--- src/rtl/muldiv_unit.sv ---
// Iterative RV32M multiply/divide unit: shift-add multiply, restoring divide, one bit per cycle.
// Optional MULDIV_EARLY_OUT_EN: trivial operations (divide by zero, overflow, zero factor) skip RUN.
module muldiv_unit #(
    parameter int WIDTH = 32
) (
    input  logic             clk,
    input  logic             rst_n,
    input  logic             start,
    input  logic [2:0]       MDctrl,
    input  logic [WIDTH-1:0] SrcA,
    input  logic [WIDTH-1:0] SrcB,
    output logic             busy,
    output logic             done,
    output logic [WIDTH-1:0] Result
);

    localparam int CNT_W = $clog2(WIDTH);
    localparam logic [WIDTH-1:0] MIN_NEG = {1'b1, {(WIDTH-1){1'b0}}};

    typedef enum logic [1:0] {S_IDLE, S_RUN, S_FINISH} state_t;

    state_t             r_state, w_next;
    logic               w_accept;
    logic [CNT_W-1:0]   r_cnt;
    logic [2:0]         r_op;
    logic [WIDTH-1:0]   r_hi, r_lo, r_b_mag, r_a_mag;
    logic               r_neg_prod, r_neg_q, r_neg_r;
    logic               r_div0, r_ovf, r_mul0, r_done;
    logic [WIDTH-1:0]   r_result;

    // Operand decode on the accepting cycle
    logic               w_a_signed, w_b_signed, w_neg_a, w_neg_b, w_is_div;
    logic               w_div0, w_ovf, w_mul0, w_skip;
    logic [WIDTH-1:0]   w_a_mag, w_b_mag;

    assign w_a_signed = (MDctrl == 3'b001) || (MDctrl == 3'b010) ||
                        (MDctrl == 3'b100) || (MDctrl == 3'b110);
    assign w_b_signed = (MDctrl == 3'b001) || (MDctrl == 3'b100) || (MDctrl == 3'b110);
    assign w_neg_a    = w_a_signed && SrcA[WIDTH-1];
    assign w_neg_b    = w_b_signed && SrcB[WIDTH-1];
    assign w_a_mag    = w_neg_a ? -SrcA : SrcA;
    assign w_b_mag    = w_neg_b ? -SrcB : SrcB;
    assign w_is_div   = MDctrl[2];
    assign w_div0     = w_is_div && (SrcB == '0);
    assign w_ovf      = w_is_div && w_a_signed && w_b_signed && (SrcA == MIN_NEG) && (SrcB == '1);
    assign w_mul0     = !w_is_div && ((SrcA == '0) || (SrcB == '0));
    assign w_skip     = w_div0 || w_ovf || w_mul0;

    // NOTE: every always_comb output gets a default first so no path can infer a latch.
    always_comb begin
        w_next   = r_state;
        w_accept = 1'b0;
        case (r_state)
            S_IDLE: begin
                if (start) begin
                    w_accept = 1'b1;
`ifdef MULDIV_EARLY_OUT_EN
                    w_next = w_skip ? S_FINISH : S_RUN;
`else
                    w_next = S_RUN;
`endif
                end
            end
            S_RUN:    if (r_cnt == CNT_W'(WIDTH-1)) w_next = S_FINISH;
            S_FINISH: w_next = S_IDLE;
            default:  w_next = S_IDLE;
        endcase
    end

    // NOTE: sequential state is updated with non-blocking assignments only.
    always_ff @(posedge clk or negedge rst_n) begin
        if (!rst_n) r_state <= S_IDLE;
        else        r_state <= w_next;
    end

    // One iteration step of each algorithm
    logic [WIDTH:0] w_sum, w_shift, w_diff;
    assign w_sum   = {1'b0, r_hi} + (r_lo[0] ? {1'b0, r_b_mag} : '0);
    assign w_shift = {r_hi, r_lo[WIDTH-1]};
    assign w_diff  = w_shift - {1'b0, r_b_mag};

    always_ff @(posedge clk or negedge rst_n) begin
        if (!rst_n) begin
            r_cnt      <= '0;
            r_op       <= '0;
            r_hi       <= '0;
            r_lo       <= '0;
            r_b_mag    <= '0;
            r_a_mag    <= '0;
            r_neg_prod <= 1'b0;
            r_neg_q    <= 1'b0;
            r_neg_r    <= 1'b0;
            r_div0     <= 1'b0;
            r_ovf      <= 1'b0;
            r_mul0     <= 1'b0;
        end else if (w_accept) begin
            r_cnt      <= '0;
            r_op       <= MDctrl;
            r_hi       <= '0;
            r_lo       <= w_a_mag;
            r_a_mag    <= w_a_mag;
            r_b_mag    <= w_b_mag;
            r_neg_prod <= w_neg_a ^ w_neg_b;
            r_neg_q    <= (w_neg_a ^ w_neg_b) && !w_div0;
            r_neg_r    <= w_neg_a;
            r_div0     <= w_div0;
            r_ovf      <= w_ovf;
            r_mul0     <= w_mul0;
        end else if (r_state == S_RUN) begin
            r_cnt <= r_cnt + CNT_W'(1);
            if (r_op[2]) begin
                r_hi <= w_diff[WIDTH] ? w_shift[WIDTH-1:0] : w_diff[WIDTH-1:0];
                r_lo <= {r_lo[WIDTH-2:0], ~w_diff[WIDTH]};
            end else begin
                r_hi <= w_sum[WIDTH:1];
                r_lo <= {w_sum[0], r_lo[WIDTH-1:1]};
            end
        end
    end

    // Special results override the iterated values so both latency paths agree
    logic [2*WIDTH-1:0] w_prod, w_prod_s;
    logic [WIDTH-1:0]   w_quot, w_quot_s, w_rem, w_rem_s, w_res;

    always_comb begin
        w_prod   = r_mul0 ? '0 : {r_hi, r_lo};
        w_prod_s = r_neg_prod ? -w_prod : w_prod;
        w_quot   = r_div0 ? '1 : (r_ovf ? MIN_NEG : r_lo);
        w_quot_s = r_neg_q ? -w_quot : w_quot;
        w_rem    = r_div0 ? r_a_mag : (r_ovf ? '0 : r_hi);
        w_rem_s  = r_neg_r ? -w_rem : w_rem;
        case (r_op)
            3'b000:                 w_res = w_prod_s[WIDTH-1:0];
            3'b001, 3'b010, 3'b011: w_res = w_prod_s[2*WIDTH-1:WIDTH];
            3'b100, 3'b101:         w_res = w_quot_s;
            default:                w_res = w_rem_s;
        endcase
    end

    always_ff @(posedge clk or negedge rst_n) begin
        if (!rst_n) begin
            r_done   <= 1'b0;
            r_result <= '0;
        end else begin
            r_done <= (r_state == S_FINISH);
            if (r_state == S_FINISH) r_result <= w_res;
        end
    end

    assign busy   = (r_state == S_RUN);
    assign done   = r_done;
    assign Result = r_result;

endmodule

--- config.mk ---
export PLATFORM = sky130hd
export DESIGN_NAME = muldiv_unit
export DESIGN_NICKNAME = d
export VERILOG_FILES = /design/src/rtl/muldiv_unit.sv
export SDC_FILE = /design/constraint.sdc
export NUM_CORES = 1
export LEC_CHECK = 0
export BUFFER_PORTS_ARGS = -buffer_cell sky130_fd_sc_hd__buf_4
export CAP_MARGIN = 20
export CORE_MARGIN = 2
export CORE_UTILIZATION = 45
export DETAILED_ROUTE_END_ITERATION = 10
export GPL_TIMING_DRIVEN = 0
export PLACE_DENSITY = 0.59
export SLEW_MARGIN = 10
export SYNTH_ARGS = -nofsm -noshare
export SYNTH_HDL_FRONTEND = slang
export SYNTH_SLANG_ARGS = --single-unit
--- constraint.sdc ---
create_clock -name clk -period 6.11 [get_ports clk]
set_input_delay 0.9165 -clock clk [delete_from_list [all_inputs] [get_ports clk]]
set_output_delay 0.9165 -clock clk [all_outputs]
set_load 0.01 [all_outputs]
==> metrics.md, run 1 <==
| Metric | Value |
|---|---|
| Status | finished clean |
| Clock sinks | 177 |
| CTS tree | built |
| Number of library cell types mapped by synthesis | 90 |
| Max Used Layer | met5 |
| Hold WS | 0.450 ns |
| RSZ-0062 raised after global routing | false |
| Port bufs | 103 |
| Vias in the first global route | 18.6k |
| Level count of the clock H-tree | 4 |
| Clk buf depth | 2 |
| Post-synth EDFFs | 0 |
| Critical path required time | around 6.5 ns |
| Max_cap viols | 0 |
| Hpwl dp | 68.2 mm |
| Critical path arrival | 6.30 ns |
| RR Startpoint | r_div0 |
| Ports | 104 |
| Critical path class | register to register |
| Initial Utilization | 45.5% |
| Post-DRT Antenna Nets | 0 |
| Hold_buf cts | 0 |
| Critical path's top delay family | buffers and inverters |
| Min-delay worst type | primary input to asynchronous set/reset pin |
| Final Cell Area | between 0.015 and 0.02 mm^2 |
| Reg2Reg Setup Slack | 0.17 ns |
| Leakage | 8.14 nW |
| Actual slew at the worst max-slew pin | 1.10 ns |
| CP most frequent cell | buf_2 |
| PwrDens | ~690 mW/mm^2 |
| Yosys reg bits | 177 |
| CTS root buf | clkbuf_16 |
| Total stage count of the critical path | 15 |
| Maximum clock rate | 0.168 GHz |
| Reg2reg end | Result[6] |
| Worst setup endpoint | Result[6] |
| Post-route clock period utilization | 97.3% |
| Final setup viols | 0 |
| Largest fanout on the critical path | 10 |
| Layout cells sized above 1 | between 7 and 8% |
| Gr usage total | 42.5% |
| Die Area | approximately 0.04 mm^2 |
| Top post-synthesis cells by area | dfrtp_1 (25%), nand2_1 (6.2%), xnor2_1 (6.0%) |
| Cell Area, Synth | 0.0175 mm^2 |
| Crit path cell chain | clkbuf_1, buf_2, buf_2, buf_2, buf_1, clkbuf_1, buf_1, a21oi_1, ha_1, nand3_1, o21ai_0, xnor2_1, o22ai_1, a2111oi_0, nor2_1 |
| Routed Wire Length | 86.8 mm |
| Cts bufs inserted | 17 |
| Placed cell area | 0.0190 mm^2 |
| Iter 0 DRT Violations | between 2k and 3k |
| CP max stage cell | buf_1 |
| Synth warn | 0 |
| Reg2reg path depth | 15 |
| Setup TNS Final | 0 ns |
| Pre-antenna DRT Iters | 6 |
| Cell taking the most area after synthesis | dfrtp_1 |
| GR Overflow Total | 0 |
| Row cnt | between 70 and 80 |
| Final Hold Viols | 0 |
| Gate Count Post-Synth | ~2.3k |
| Die X | just over 200 um |
| Routed wl met3 | 11.8 mm |
| Mean post-synth cell area | 7.46 um^2 |
| DR vias/cell | 6.66 |
| Final Max Slew Viols | 0 |
| First-pass GRT wire length | 126 mm |
| Nature of the critical path endpoint | register |
| PostCTS Resize Cnt | 0 |
| Final Wtd Congestion | 1.08 |
| Setup Skew | 0.0238 ns |
| Async set-reset flop share out of synthesis | 100% |
| Bufs and invs on worst path | 7 |
| Area growth, synth to finish | 11.8% |
| CORE AREA | about 0.038 mm^2 |
| VDD IR max | between 0.2 and 0.3 mV |
| Post-CTS Setup Bufs | 0 |
| Worst Setup SP | r_div0 |
| Min cycle time layout | 5.94 ns |
| Met2 WL | between 30 and 40 mm |
| Mapped Nets | 2489 |
| Synth top area share | 25.3% |
| Largest net degree at the start of global routing | 90 |
| Nets@finish | approximately 2.6k |
| Wire length per cell after detailed routing | 28.9 um |
| M1 WL | 35.8 mm |
| Sequential element share of the synthesized area | 25.3% |
| # DRC | 0 |
| N_diodes | 0 |
| Worst skew pair latency | approximately 0.5 ns |
| Fillcell total | 3906 |
| Initial antenna violation count | 2 |
| Clock slew at reported path FFs | 0.08 ns |
| Die Ht | 201 um |
| Prevailing post-synth register cell | dfrtp_1 |
| Slew HR | 26.4% |
| Setup crit start kind | register |
| Vias post-DR | 20.0k |
| CP max stage delay | 0.79 ns |
## cell families after synthesis
kind of cell | Yosys count | synth area share [%]
flip-flops | 177 | 25.3
XOR/XNOR | 190 | 9.51
AND/OR/NAND/NOR | 774 | 20.9
multiplexers | 67 | 3.86
buffers and inverters | 254 | 5.72
AO/OA/AOI/OAI | 809 | 29.3
adder cells (fa/ha/maj) | 74 | 5.38
## cell usage in the layout, fill, tap and decap left out, drive strengths merged, types with 24 or more instances in the layout
cell type and instances:
ha 72, xor2 70, a21oi 201, o21ai 240, buf 141, nor4 28, nor2b 24, nor3 52
a22oi 46, nor2 186, mux2i 63, a21o 36, o211ai 30, xnor2 120, clkbuf 163, nand3 39
and2 43, a31oi 33, o31ai 33, dfrtp 177, inv 79, nand2 288
## area by class of cell
type / instances / area, um^2 / area share [%]
Multi-Input combinational cell: 1914 / 12100 / 61.7
Sequential cell: 177 / 4430 / 22.7
Timing Repair Buffer: 105 / 816 / 4.17
Buffer: 180 / 722 / 3.69
Tap cell: 518 / 648 / 3.31
Clock buffer: 19 / 443 / 2.27
Inverter: 74 / 278 / 1.42
Clock inverter: 13 / 146 / 0.749
## synthesized netlist by cell type, types with 15 or more instances
cell type and n:
nor2b_1 24, and3_1 19, a21o_1 36, buf_1 17, nand4_1 21, mux2i_1 63, nand2b_1 22, ha_1 72
dfrtp_1 177, a21oi_1 201, nor3_1 51, nor2_1 185, clkbuf_1 144, a221oi_1 17, o22ai_1 19, and2_1 42
or3_1 18, nand3_1 39, a31oi_1 33, nor4_1 26, o21ai_1 53, xor2_1 70, o211ai_1 29, xnor2_1 120
o21a_1 17, a211oi_1 20, o21ai_0 187, inv_1 72, nand2_1 288, o31ai_1 32, a22oi_1 46, o221ai_1 15
## layer usage
metal	up-vias	global-route usage [%]
li1	8768	-
met1	9591	57.7
met3	246	14.8
met5	-	0
met2	1362	59.4
met4	4	21.5
## where the power goes
group	total [W]	switching (W)	internal [W]
logic	0.00975	0.00640	0.00335
clock network	0.00117	0.000580	0.000590
registers	0.00248	0.000807	0.00167
total	0.0134	0.00778	0.00561
## how the worst min path moves through the flow
stage	slack [ns]	endpoint	cells after the start	startpoint
after detailed placement	0.48	Result[2]	2	Result[2]
after floorplan	0.45	r_a_mag[2]	2	r_a_mag[2]
after global routing	0.51	r_hi[24]	1	rst_n
final	0.45	r_hi[23]	1	rst_n
after CTS	0.48	r_hi[23]	1	rst_n
after global placement	0.46	Result[14]	2	Result[14]
## flip-flops by register name, indices dropped and copies added (netlist names)
name and flops:
Result 32, done 1, r_a_mag 32, r_b_mag 32, r_cnt 5, r_div0 1
r_hi 32, r_lo 32, r_mul0 1, r_neg_prod 1, r_neg_q 1, r_neg_r 1
r_op 3, r_ovf 1, r_state 2
## metrics by stage
| stage | instances | util [%] | power [W] | setup slack [ns] |
|---|---|---|---|---|
| global placement | 2966 | 49.2 | 0.0116 | 0.475 |
| CTS | 3000 | 50.8 | 0.0129 | 0.516 |
| finish | 3000 | 50.8 | 0.0134 | 0.166 |
| detailed placement | 2968 | 49.3 | 0.0117 | 0.517 |
| floorplan | 2345 | - | 0.00840 | 2.40 |
| global route | 3000 | 50.8 | 0.0141 | 0.174 |
(Power assumes the default switching activity.)
==> inputs of run 2 (changes only) <==
Settings changed: MAX_ROUTING_LAYER set to met4.
==> run 2 against run 1 <==
Compared with the run above:
- fmax up 0.98%
- routed wire length down 1.7%
- critical path type unchanged
- sequential share of layout area down 0.068 points
- highest routed layer is now met4
- utilization up 0.15 points
==> metrics.md, run 2 (synthesis results as in run 1) <==
| Metric | Value |
|---|---|
| Vias in the first global route | 18.7k |
| Gr usage total | 42.9% |
| Leading cell types in the layout, fill and taps excluded | nand2_1 (288), a21oi_1 (201), o21ai_0 (187), nor2_1 (185), dfrtp_1 (177) |
| Wire length per cell after detailed routing | 28.4 um |
| Reg2Reg Setup Slack | approximately 0.22 ns |
| FF+latch area | 0.00443 mm^2 |
| # DRC | 0 |
| Final Max Slew Viols | 0 |
| Worst setup endpoint | Result[24] |
| CTS tree | built |
| Min-delay worst type | primary input to asynchronous set/reset pin |
| Hold_buf cts | 0 |
| PostCTS Resize Cnt | 0 |
| GR Overflow Total | 0 |
| Hpwl dp | ~67 mm |
| Nets@finish | approximately 2.6k |
| Setup Skew | 0.0229 ns |
| DR vias/cell | 6.62 |
| Footprint of the multi-input gates | 0.0121 mm^2 |
| Clk buf depth | 2 |
| Cts bufs inserted | 17 |
| Post-CTS Setup Bufs | 0 |
| Die Ht | 201 um |
| Row cnt | 72 |
| PwrDens | just under 700 mW/mm^2 |
| Hold WS | 0.406 ns |
| Level count of the clock H-tree | 4 |
| Layout cells sized above 1 | 7.37% |
| Clock sinks | 177 |
| Post-DRT Antenna Nets | 0 |
| Commonest non-fill, non-tap cell in the layout | nand2_1 |
| Min cycle time layout | 5.89 ns |
| Worst Setup SP | r_div0 |
| Critical path required time | 6.43 ns |
| RR Startpoint | r_div0 |
| Final Hold Viols | 0 |
| Die Area | 0.0405 mm^2 |
| CORE AREA | 0.0385 mm^2 |
| Max_cap viols | 0 |
| Initial antenna violation count | 6 |
| Setup TNS Final | 0 ns |
| Port bufs | 103 |
| Nature of the critical path endpoint | register |
| Actual slew at the worst max-slew pin | 1.23 ns |
| RSZ-0062 raised after global routing | false |
| Iter 0 DRT Violations | about 2.8k |
| Slew HR | ~18% |
| Setup crit start kind | register |
| Reg2reg end | Result[24] |
| VDD IR max | just under 0.3 mV |
| Post-route clock period utilization | 96.3% |
| Critical path arrival | ~6.2 ns |
| Leakage | between 8 and 9 nW |
| Routed Wire Length | 85.3 mm |
| CTS root buf | clkbuf_16 |
| Initial Utilization | between 40% and 50% |
| First-pass GRT wire length | approximately 130 mm |
| Critical path class | register to register |
| Worst skew pair latency | 0.48 ns |
| Largest fanout on the critical path | 10 |
| Final Wtd Congestion | 1.08 |
| Vias post-DR | 19.9k |
| Status | finished clean |
| Maximum clock rate | 0.170 GHz |
| Reg2reg path depth | 15 |
| Area growth, synth to finish | 12.1% |
| Final setup viols | 0 |
| Largest net degree at the start of global routing | between 100 and 150 |
| Die X | between 200 and 250 um |
| Fillcell total | 3879 |
| Ports | about 100 |
| Clock slew at reported path FFs | roughly 0.090 ns |
| Pre-antenna DRT Iters | 8 |
## run 2: cell types whose count changed in the layout (fill, tap and decap cells not counted), sizes merged
cell and delta:
inv +1, diode +5, clkinvlp -1, clkbuf -1, clkinv +1, clkdlybuf4s18 +1, buf +1
## run 2: critical path, cell delays in order, from the launching register on
cell and delay [ns]:
dfrtp_1 0.39, clkbuf_1 0.22, buf_2 0.25, buf_2 0.23, buf_2 0.21, buf_1 0.32, clkbuf_1 0.44, buf_1 0.51
a21oi_1 0.39, ha_1 0.24, o211ai_1 0.15, o31ai_1 0.86, nand3_1 0.42, xnor2_1 0.25, a2111oi_1 0.67, o21ai_1 0.15
## run 2: worst min path at each step
stage / startpoint / end / slack, ns
finish: rst_n / r_hi[24] / 0.41
global route: rst_n / r_hi[23] / 0.47
CTS: rst_n / r_hi[24] / 0.44
detailed placement: Result[3] / Result[3] / 0.47
global placement: Result[17] / Result[17] / 0.47
floorplan: r_a_mag[2] / r_a_mag[2] / 0.45
## run 2: layout make-up
class,count,area share (%)
diodes,5,0.0638
plain buffers,180,3.68
clock buffers,18,2.24
clock inverters,14,0.931
inverters,74,1.42
multi-input cells,1914,61.5
flip-flops and latches,177,22.6
well taps,518,3.30
repair buffers,107,4.23
## run 2: power breakdown
group          switching (W)  total, W  internal, W
clock network       0.000599   0.00120     0.000604
registers           0.000807   0.00248      0.00167
logic                0.00629   0.00964      0.00335
## run 2: per-layer routing
metal  part of all wire, %  wire length [um]  vias up  GRT usage [%]
li1                      -                 -     8779              -
met1                    42             35800     9640           57.1
met2                    42             35500     1298           60.8
met3                    13             10900      196           13.1
met4                   3.8              3240        0           16.6
met5                     0                 0        -              -
## run 2: per-stage QoR
stage	total power [W]	instances	worst slack (ns)	util, %	instance area (um^2)
4_1_cts	0.0128	3002	0.469	50.9	19600
5_1_grt	0.0140	3007	0.198	51.0	19600
2_1_floorplan	0.00840	2345	2.40	-	17500
3_3_place_gp	0.0115	2966	0.0345	49.2	18900
3_5_place_dp	0.0116	2970	0.517	49.3	19000
6_report	0.0133	3007	0.223	51.0	19600
